<file path="src/rtl/pipe_hazard_ctrl_pkg.sv">
// Shared definitions for the pipeline freeze/flush sequencer.
//   state_t      : SRAM access FSM states (RUN, WAIT)
//   TIMEOUT_DEF  : default number of WAIT cycles tolerated before an abort
package pipe_hazard_ctrl_pkg;

  typedef enum logic {
    RUN  = 1'b0,
    WAIT = 1'b1
  } state_t;

  localparam int TIMEOUT_DEF = 16;

endpackage

</file>
<file path="src/rtl/pipe_hazard_ctrl_sat_counter.sv">
// Saturating up-counter used for the stall/flush statistics.
// Ports:
//   clk, rst : clock, synchronous active-high reset (zeroes the count)
//   inc      : add one this cycle unless already all-ones
//   clr      : synchronous clear, wins over inc
//   count    : current value
module sat_counter #(
  parameter int W = 8
) (
  input  logic         clk,
  input  logic         rst,
  input  logic         inc,
  input  logic         clr,
  output logic [W-1:0] count
);

  logic [W-1:0] count_q;

  always_ff @(posedge clk) begin
    if (rst || clr) begin
      count_q <= '0;
    end else if (inc && (count_q != '1)) begin
      count_q <= count_q + 1'b1;
    end
  end

  assign count = count_q;

endmodule

</file>
<file path="src/rtl/pipe_hazard_ctrl.sv">
// Central freeze/flush sequencer for the five-stage pipeline. Arbitrates the
// MEM-stage SRAM wait, a taken branch in EXE and a data hazard, and drives
// the stage-register freeze/flush controls (all Mealy, sampled at next edge).
// Ports:
//   clk, rst        : clock, synchronous active-high reset
//   hazard          : data hazard from the hazard unit
//   branch_taken    : taken branch in EXE
//   mem_req         : MEM stage wants an SRAM access
//   sram_ack        : SRAM controller completes the access this cycle
//   clr_stats       : clear both statistics counters
//   sram_req        : request to the SRAM controller
//   freeze_front    : freeze PC and IF/ID
//   freeze_back     : freeze ID/EX, EX/MEM, MEM/WB
//   flush_if_id     : flush IF/ID
//   flush_id_exe    : flush ID/EX
//   timeout_err     : sticky, an SRAM access was aborted (cleared by rst only)
//   stall_cnt       : saturating count of memory-stall cycles
//   flush_cnt       : saturating count of branch-flush cycles
//   state_dbg       : FSM state, 1 = WAIT
//
// SRAM handshake: sram_req is raised with mem_req and then held at 1 every
// cycle until a cycle where sram_ack=1 (access completes in that cycle) or
// the timeout abort cycle (sram_req drops to 0 in that cycle). sram_ack is
// only meaningful while sram_req=1.
module pipe_hazard_ctrl
  import pipe_hazard_ctrl_pkg::*;
#(
  parameter int TIMEOUT = TIMEOUT_DEF,
  parameter int TO_W    = 5,
  parameter int STALL_W = 32,
  parameter int FLUSH_W = 16
) (
  input  logic               clk,
  input  logic               rst,
  input  logic               hazard,
  input  logic               branch_taken,
  input  logic               mem_req,
  input  logic               sram_ack,
  input  logic               clr_stats,
  output logic               sram_req,
  output logic               freeze_front,
  output logic               freeze_back,
  output logic               flush_if_id,
  output logic               flush_id_exe,
  output logic               timeout_err,
  output logic [STALL_W-1:0] stall_cnt,
  output logic [FLUSH_W-1:0] flush_cnt,
  output logic               state_dbg
);

  state_t          state_q, state_d;
  logic [TO_W-1:0] wait_cnt_q, wait_cnt_d;
  logic            timeout_err_q;
  logic            at_limit;
  logic            abort;
  logic            mem_stall;

  assign at_limit = (wait_cnt_q == TO_W'(TIMEOUT - 1));

  always_ff @(posedge clk) begin
    if (rst) begin
      state_q       <= RUN;
      wait_cnt_q    <= '0;
      timeout_err_q <= 1'b0;
    end else begin
      state_q    <= state_d;
      wait_cnt_q <= wait_cnt_d;
      if (abort) begin
        timeout_err_q <= 1'b1;
      end
    end
  end

  always_comb begin
    state_d      = state_q;
    wait_cnt_d   = wait_cnt_q;
    abort        = 1'b0;
    mem_stall    = 1'b0;
    sram_req     = 1'b0;
    freeze_front = 1'b0;
    freeze_back  = 1'b0;
    flush_if_id  = 1'b0;
    flush_id_exe = 1'b0;

    case (state_q)
      RUN: begin
        sram_req  = mem_req;
        mem_stall = mem_req & ~sram_ack;
        if (mem_req && !sram_ack) begin
          state_d    = WAIT;
          wait_cnt_d = '0;
        end
      end
      WAIT: begin
        // mem_req is ignored here: the MEM stage is frozen, so the access
        // is finished by an ack or by the timeout only.
        sram_req  = sram_ack | ~at_limit;
        mem_stall = ~sram_ack & ~at_limit;
        if (sram_ack) begin
          state_d = RUN;
        end else if (at_limit) begin
          state_d = RUN;
          abort   = 1'b1;
        end else begin
          wait_cnt_d = wait_cnt_q + 1'b1;
        end
      end
      default: begin
        state_d = RUN;
      end
    endcase

    // Memory stall outranks branch, branch outranks hazard. A branch
    // squashes the hazard-causing instruction, so the front end keeps going.
    freeze_back  = mem_stall;
    freeze_front = mem_stall | (hazard & ~branch_taken);
    flush_if_id  = branch_taken & ~mem_stall;
    flush_id_exe = (branch_taken | hazard) & ~mem_stall;

    if (rst) begin
      sram_req     = 1'b0;
      freeze_front = 1'b0;
      freeze_back  = 1'b0;
      flush_if_id  = 1'b0;
      flush_id_exe = 1'b0;
      mem_stall    = 1'b0;
      abort        = 1'b0;
    end
  end

  sat_counter #(.W(STALL_W)) u_stall_cnt (
    .clk   (clk),
    .rst   (rst),
    .inc   (mem_stall),
    .clr   (clr_stats),
    .count (stall_cnt)
  );

  sat_counter #(.W(FLUSH_W)) u_flush_cnt (
    .clk   (clk),
    .rst   (rst),
    .inc   (flush_if_id),
    .clr   (clr_stats),
    .count (flush_cnt)
  );

  assign timeout_err = timeout_err_q;
  assign state_dbg   = (state_q == WAIT);

endmodule

</file>
<file path="config.mk">
export PLATFORM = sky130hd
export DESIGN_NAME = pipe_hazard_ctrl
export DESIGN_NICKNAME = d
export VERILOG_FILES = /design/src/rtl/pipe_hazard_ctrl_pkg.sv /design/src/rtl/pipe_hazard_ctrl_sat_counter.sv /design/src/rtl/pipe_hazard_ctrl.sv
export SDC_FILE = /design/constraint.sdc
export NUM_CORES = 1
export LEC_CHECK = 0
export BUFFER_PORTS_ARGS = -buffer_cell sky130_fd_sc_hd__buf_2
export CELL_PAD_IN_SITES_DETAIL_PLACEMENT = 0
export CELL_PAD_IN_SITES_GLOBAL_PLACEMENT = 1
export CORE_MARGIN = 3
export CORE_UTILIZATION = 43
export DETAILED_ROUTE_END_ITERATION = 7
export GPL_ROUTABILITY_DRIVEN = 0
export PLACE_DENSITY_LB_ADDON = 0.3
export SLEW_MARGIN = 0
export SYNTH_ARGS = -nofsm -noshare
export SYNTH_HDL_FRONTEND = slang
export SYNTH_SLANG_ARGS = --single-unit
</file>
<file path="constraint.sdc">
create_clock -name clk -period 4 [get_ports clk]
set_clock_uncertainty 0.2 [all_clocks]
set_input_delay 0.8 -clock clk [delete_from_list [all_inputs] [get_ports clk]]
set_output_delay 0.8 -clock clk [all_outputs]
set_load 0.05 [all_outputs]
</file>
-- Yosys cells after proc, flatten, opt, wreduce, memory -nomap -nowiden
Index checks and enable logic that the tools add are counted.
- output and inout bits: 55
- bits of input ports: 7
- register bits: 55
- logic and storage cells: 52
- bitwise operators: 13
- equality and inequality tests: 6
- reductions and logical operators: 6
- $add $sub $neg: 3
- muxes and demuxes: 19
- operators with widths (cell ; count):
    adder 32 x 1 -> 32 bit, second input constant ; 1
    inequality test 32 bit, second input constant ; 1
    adder 16 x 1 -> 16 bit, second input constant ; 1
    inequality test 16 bit, second input constant ; 1
    two-way mux 5 bit ; 3
    two-way mux 1 bit ; 12
    case mux 5 bit (2 select lines) ; 1
    inequality test 2 bit, second input constant ; 3
    case mux 1 bit (2 select lines) ; 3
    adder 5 x 1 -> 5 bit, second input constant ; 1
    AND 1 bit ; 5
    equality test 5 x 4 -> 1 bit, second input constant ; 1
    NOT 1 bit ; 5
    logical AND 1 bit ; 3
    OR 1 bit ; 3
    AND reduction 3 bit ; 1
    logical NOT 1 bit ; 1
    logical OR 1 bit ; 1

-- Logic depth before layout (Yosys ltp)
- word-level depth: 8
- depth in mapped cells: 9
- mapped depth without buffers: 8

-- Cells and area by module
From an unflattened synthesis, not the netlist that was laid out.
- cells, all modules: 335
- area total of the unflattened synthesis: 2959.1 sq um
- by module, submodules not included (module ; instances ; cells an instance ; area each (sq um) ; sequential area each (sq um)):
    sat_counter at u_stall_cnt ; 1 ; 189 ; 1681.6 ; 640.6
    sat_counter at u_flush_cnt ; 1 ; 95 ; 847.1 ; 320.3
    pipe_hazard_ctrl ; 1 ; 51 ; 430.4 ; 140.1

-- Least setup slack after synthesis
Ideal clock, no wire load.
- path kind: reg2reg
- start: register wait_cnt_q[0]
- end: register u_stall_cnt.count_q[3] (netlist: u_stall_cnt.count[3])
- buffers on the path: 0
- arrival time: 3.259 ns
- period minus slack after synthesis: 3.529 ns
- path slack: 0.471 ns
- setup time: 0.070 ns
- required time: 3.730 ns
- stages on the path, launching flop included: 9
- cell sequence: dfxtp_1 ha_1 and3_1 ha_1 nand2_1 nor3b_1 o31ai_4 or3_1 a21oi_1
- word-level cells in the longest chain between the ends: 6
- RTL lines (item ; RTL line ; source):
    start: declaration ; pipe_hazard_ctrl.sv:52 ; logic [TO_W-1:0] wait_cnt_q, wait_cnt_d;
    start signal: assignment ; pipe_hazard_ctrl.sv:67 ; wait_cnt_q <= wait_cnt_d;
    equality test 5 x 4 -> 1 bit ; pipe_hazard_ctrl.sv:58 ; assign at_limit = (wait_cnt_q == TO_W'(TIMEOUT - 1));
    NOT 1 bit ; pipe_hazard_ctrl.sv:98 ; mem_stall = ~sram_ack & ~at_limit;
    AND 1 bit ; pipe_hazard_ctrl.sv:98 ;
    case mux 1 bit (2 select lines) ; pipe_hazard_ctrl.sv:85 ; case (state_q)
    two-way mux 1 bit ; -- ;
    named net freeze_back ; pipe_hazard_ctrl.sv:42 ; output logic freeze_back,
    logical AND 1 bit ; pipe_hazard_ctrl_sat_counter.sv:22 ; end else if (inc && (count_q != '1)) begin
    end signal: assignment ; pipe_hazard_ctrl_sat_counter.sv:23 ; count_q <= count_q + 1'b1;
    end: declaration ; pipe_hazard_ctrl_sat_counter.sv:17 ; logic [W-1:0] count_q;
The timed path passes the listed nets, and every way through them passes these cells.
A chain may end at the register's enable or synchronous reset.

-- Final worst setup path
- start: register wait_cnt_q[0]
- end: output freeze_back
- word-level cells in the longest chain between the ends: 5
- RTL lines (item ; RTL line ; source):
    equality test 5 x 4 -> 1 bit ; pipe_hazard_ctrl.sv:58 ;
    NOT 1 bit ; pipe_hazard_ctrl.sv:98 ;
    AND 1 bit ; pipe_hazard_ctrl.sv:98 ;
    case mux 1 bit (2 select lines) ; pipe_hazard_ctrl.sv:85 ;
    two-way mux 1 bit ; pipe_hazard_ctrl.sv:120 ; if (rst) begin
    end: declaration ; pipe_hazard_ctrl.sv:42 ;
Every way passes these cells.

==> key figures <==
Place
  • Setup WS pre-CTS: 0.9629 ns
  • Placed instance area: 0.003134 mm2
  • Port bufs: 61
  • Hpwl dp: 4544 um

STA
  • Slew margin rel.: 43.51%
  • Fin Setup TNS: 0 ns
  • Tcrit/Tclk final: 84.44%
  • Post-layout min period: 3.378 ns
  • # setup viols final: 0
  • Fmax achieved: 296.1 MHz
  • Max-slew violation count: 0
  • PnR worst setup slack: 0.6224 ns
  • RSZ-0062 raised after global routing: false
  • Slew @ Worst Pin: 0.8473 ns
  • Final-report hold violation count: 0

Yosys
  • Mapped Cells: 323
  • Sequential-to-total area share from yosys stat: 39.36%
  • Synth cell types: 52
  • Top cells by count, synth: dfxtp_1 (55), a21oi_1 (29), o21ai_0 (26)
  • Cell accounting for the most synthesized area: dfxtp_1
  • Yosys warns: 0
  • Post-Syn Area per Cell: 8.662 um2
  • Dominant cell by count in the synthesized netlist: dfxtp_1
  • Synthesized net count: 334
  • Post-synthesis instance area: 0.002798 mm2
  • Seq cells post-synth: 55
  • Synth async-reset ratio: 0%
  • Synth top area share: 39.36%
  • Synth Flop Type: dfxtp_1
  • Post-synth EDFFs: 0
  • Synth top area cells: dfxtp_1 (39%), a21oi_1 (5.2%), or3_1 (4.9%)

Final layout
  • Final Core Density: 53.33%
  • Synth-to-Final Area Change: 16.19%
  • Multi-input gate area: 0.001608 mm2
  • ANT cells: 0
  • Layout cells sized above 1: 24.93%
  • Layout net count: 391
  • Fill count: 600
  • Post-route design area: 0.003251 mm2
  • Register area: 0.001101 mm2

Setup path
  • Crit-path max cell delay: 0.51 ns
  • Most used cell, CP: ha_1
  • Critical path buffer and inverter count: 1
  • Worst path arrival time: 2.38 ns
  • Crit-path max FO: 6
  • CP top delay family: simple AND/OR/NAND/NOR gates
  • Critical path class: flop to primary output
  • CP Capture Type: primary output
  • Startpoint Class: flop
  • Required time worst endpoint: 3.00 ns
  • CP cell instances: ha_1, and3_1, ha_1, nand2_1, nor3b_1, buf_2
  • Slowest CP cell: nor3b_1

Floorplan
  • Core area: 0.006096 mm2
  • Die Y: 86.66 um
  • Die area: 0.007510 mm2
  • Row count: 28
  • Starting density of the core: 45.89%
  • I/O Pins: 62
  • Die X-Extent: 86.66 um

Clocking
  • Cts hold-fix bufs: 0
  • Clk Latency, worst-skew pair: 0.31 ns
  • Clock slew at reported path FFs: 0.10 ns
  • Setup Buffers After CTS: 0
  • Root Driver: clkbuf_8
  • CTS tree: yes
  • CTS resizes: 0
  • Bufs on Longest Clock Path: 2
  • TritonCTS buffer count: 5
  • H-tree Lvls: 2
  • Total clock sinks: 55

Outcome
  • Outcome: finished clean

Run
  • MaxCap Viol Count: 0

Drt
  • Pre-antenna DRT Iters: 6
  • Vias per inst: 5.636
  • Antenna-violating nets left: 0
  • DR iter-0 viols: 97
  • Routed wire length: 6279 um
  • Routed wire per std cell: 13.77 um
  • Vias: 2,570
  • # DRC: 0

Power
  • Leak Pwr: 1.248 nW
  • Peak supply drop: 220.0 uV
  • Design Power: 0.9784 mW
  • PwrDens: 301.0 mW/mm2

Global route
  • Largest net degree at the start of global routing: 44
  • First-pass GRT wire length: 10,770 um
  • Global route overflow: 0
  • Vias in the first global route: 2,343
  • Gr usage total: 17.35%
  • Initial antenna violation count: 0

Worst hold path
  • Hold crit path type: flop to flop
==> flip-flops by register name, indices dropped and copies added (netlist names) <==
name and cells:
state_dbg 1, timeout_err 1, u_flush_cnt.count 16, u_stall_cnt.count 32, wait_cnt_q 5
==> power by group <==
part | internal, mW | switching (mW)
Sequential | 0.549 | 0.00253
Combinational | 0.0131 | 0.0387
Clock | 0.190 | 0.185
Total | 0.752 | 0.227
==> tightest hold or removal path, cell delays in order, from the launching register on <==
cell and delay (ns):
dfxtp_1 0.34, nor2_1 0.05, nor2_1 0.07
==> layer usage <==
metal	global-route usage, %	share of wire [%]	vias to the layer above
met1	23.10	48	1181
met3	3.327	4.9	6
met2	28.44	46	55
li1	-	-	1328
met4	5.241	0.86	0
met5	0	0	-
==> cells in the final DEF (no fill, tap or decap), types with 2 or more instances in the layout <==
master,netlist,routed
nor2_1,24,24
o21ai_0,26,26
o31ai_4,2,2
nor4_2,3,3
and4_1,4,4
o21a_1,3,3
or3_2,4,4
and2_1,2,2
inv_1,5,5
dfxtp_1,55,55
nand4_1,18,18
and4_2,2,2
xor2_1,15,15
nand2_1,21,21
ha_1,4,4
nor3b_1,3,3
or4_1,2,2
and3_1,9,9
o211ai_1,4,4
nor3_1,5,5
and3_2,2,2
mux2i_1,3,3
a22o_1,2,2
or3_1,22,22
clkbuf_8,0,5
buf_2,2,61
nand3_1,18,18
nor4_1,3,3
a21oi_1,29,29
==> worst paths after layout <==
kind / slack [ns] / depth (start not counted) / end / from
max: 0.62 / 6 / freeze_back / wait_cnt_q[0]
min: 0.28 / 2 / timeout_err / timeout_err
min reg2reg: 0.28 / 2 / timeout_err / timeout_err
max reg2reg: 1.05 / 9 / u_stall_cnt.count[19] / wait_cnt_q[0]
==> kinds of logic (layout without fill, tap and decap cells) <==
logic type	after synthesis	count (layout)	synth area share, %
buffers and inverters	17	75	3.175
adders and majority gates	4	4	1.789
xor gates and xnor gates	15	15	4.696
AOI/OAI and AO/OA	78	78	18.02
and+or+nand+nor	151	151	31.89
muxes	3	3	1.073
DFF	55	55	39.36
==> final cells by class <==
class / count / share of cell area, %
Sequential cell: 55 / 33.87
Inverter: 5 / 0.5774
Tap cell: 75 / 2.887
Timing Repair Buffer: 62 / 9.623
Clock inverter: 3 / 1.463
Multi-Input combinational cell: 251 / 49.46
Clock buffer: 5 / 2.117
==> metrics by stage <==
step	hold slack, ns	instances
CTS	0.2866	456
finish	0.2839	456
floorplan	0.2493	323
global placement	0.2561	448
detailed placement	0.2616	448
global route	0.3119	456
Power figures use the tool's default switching activity.
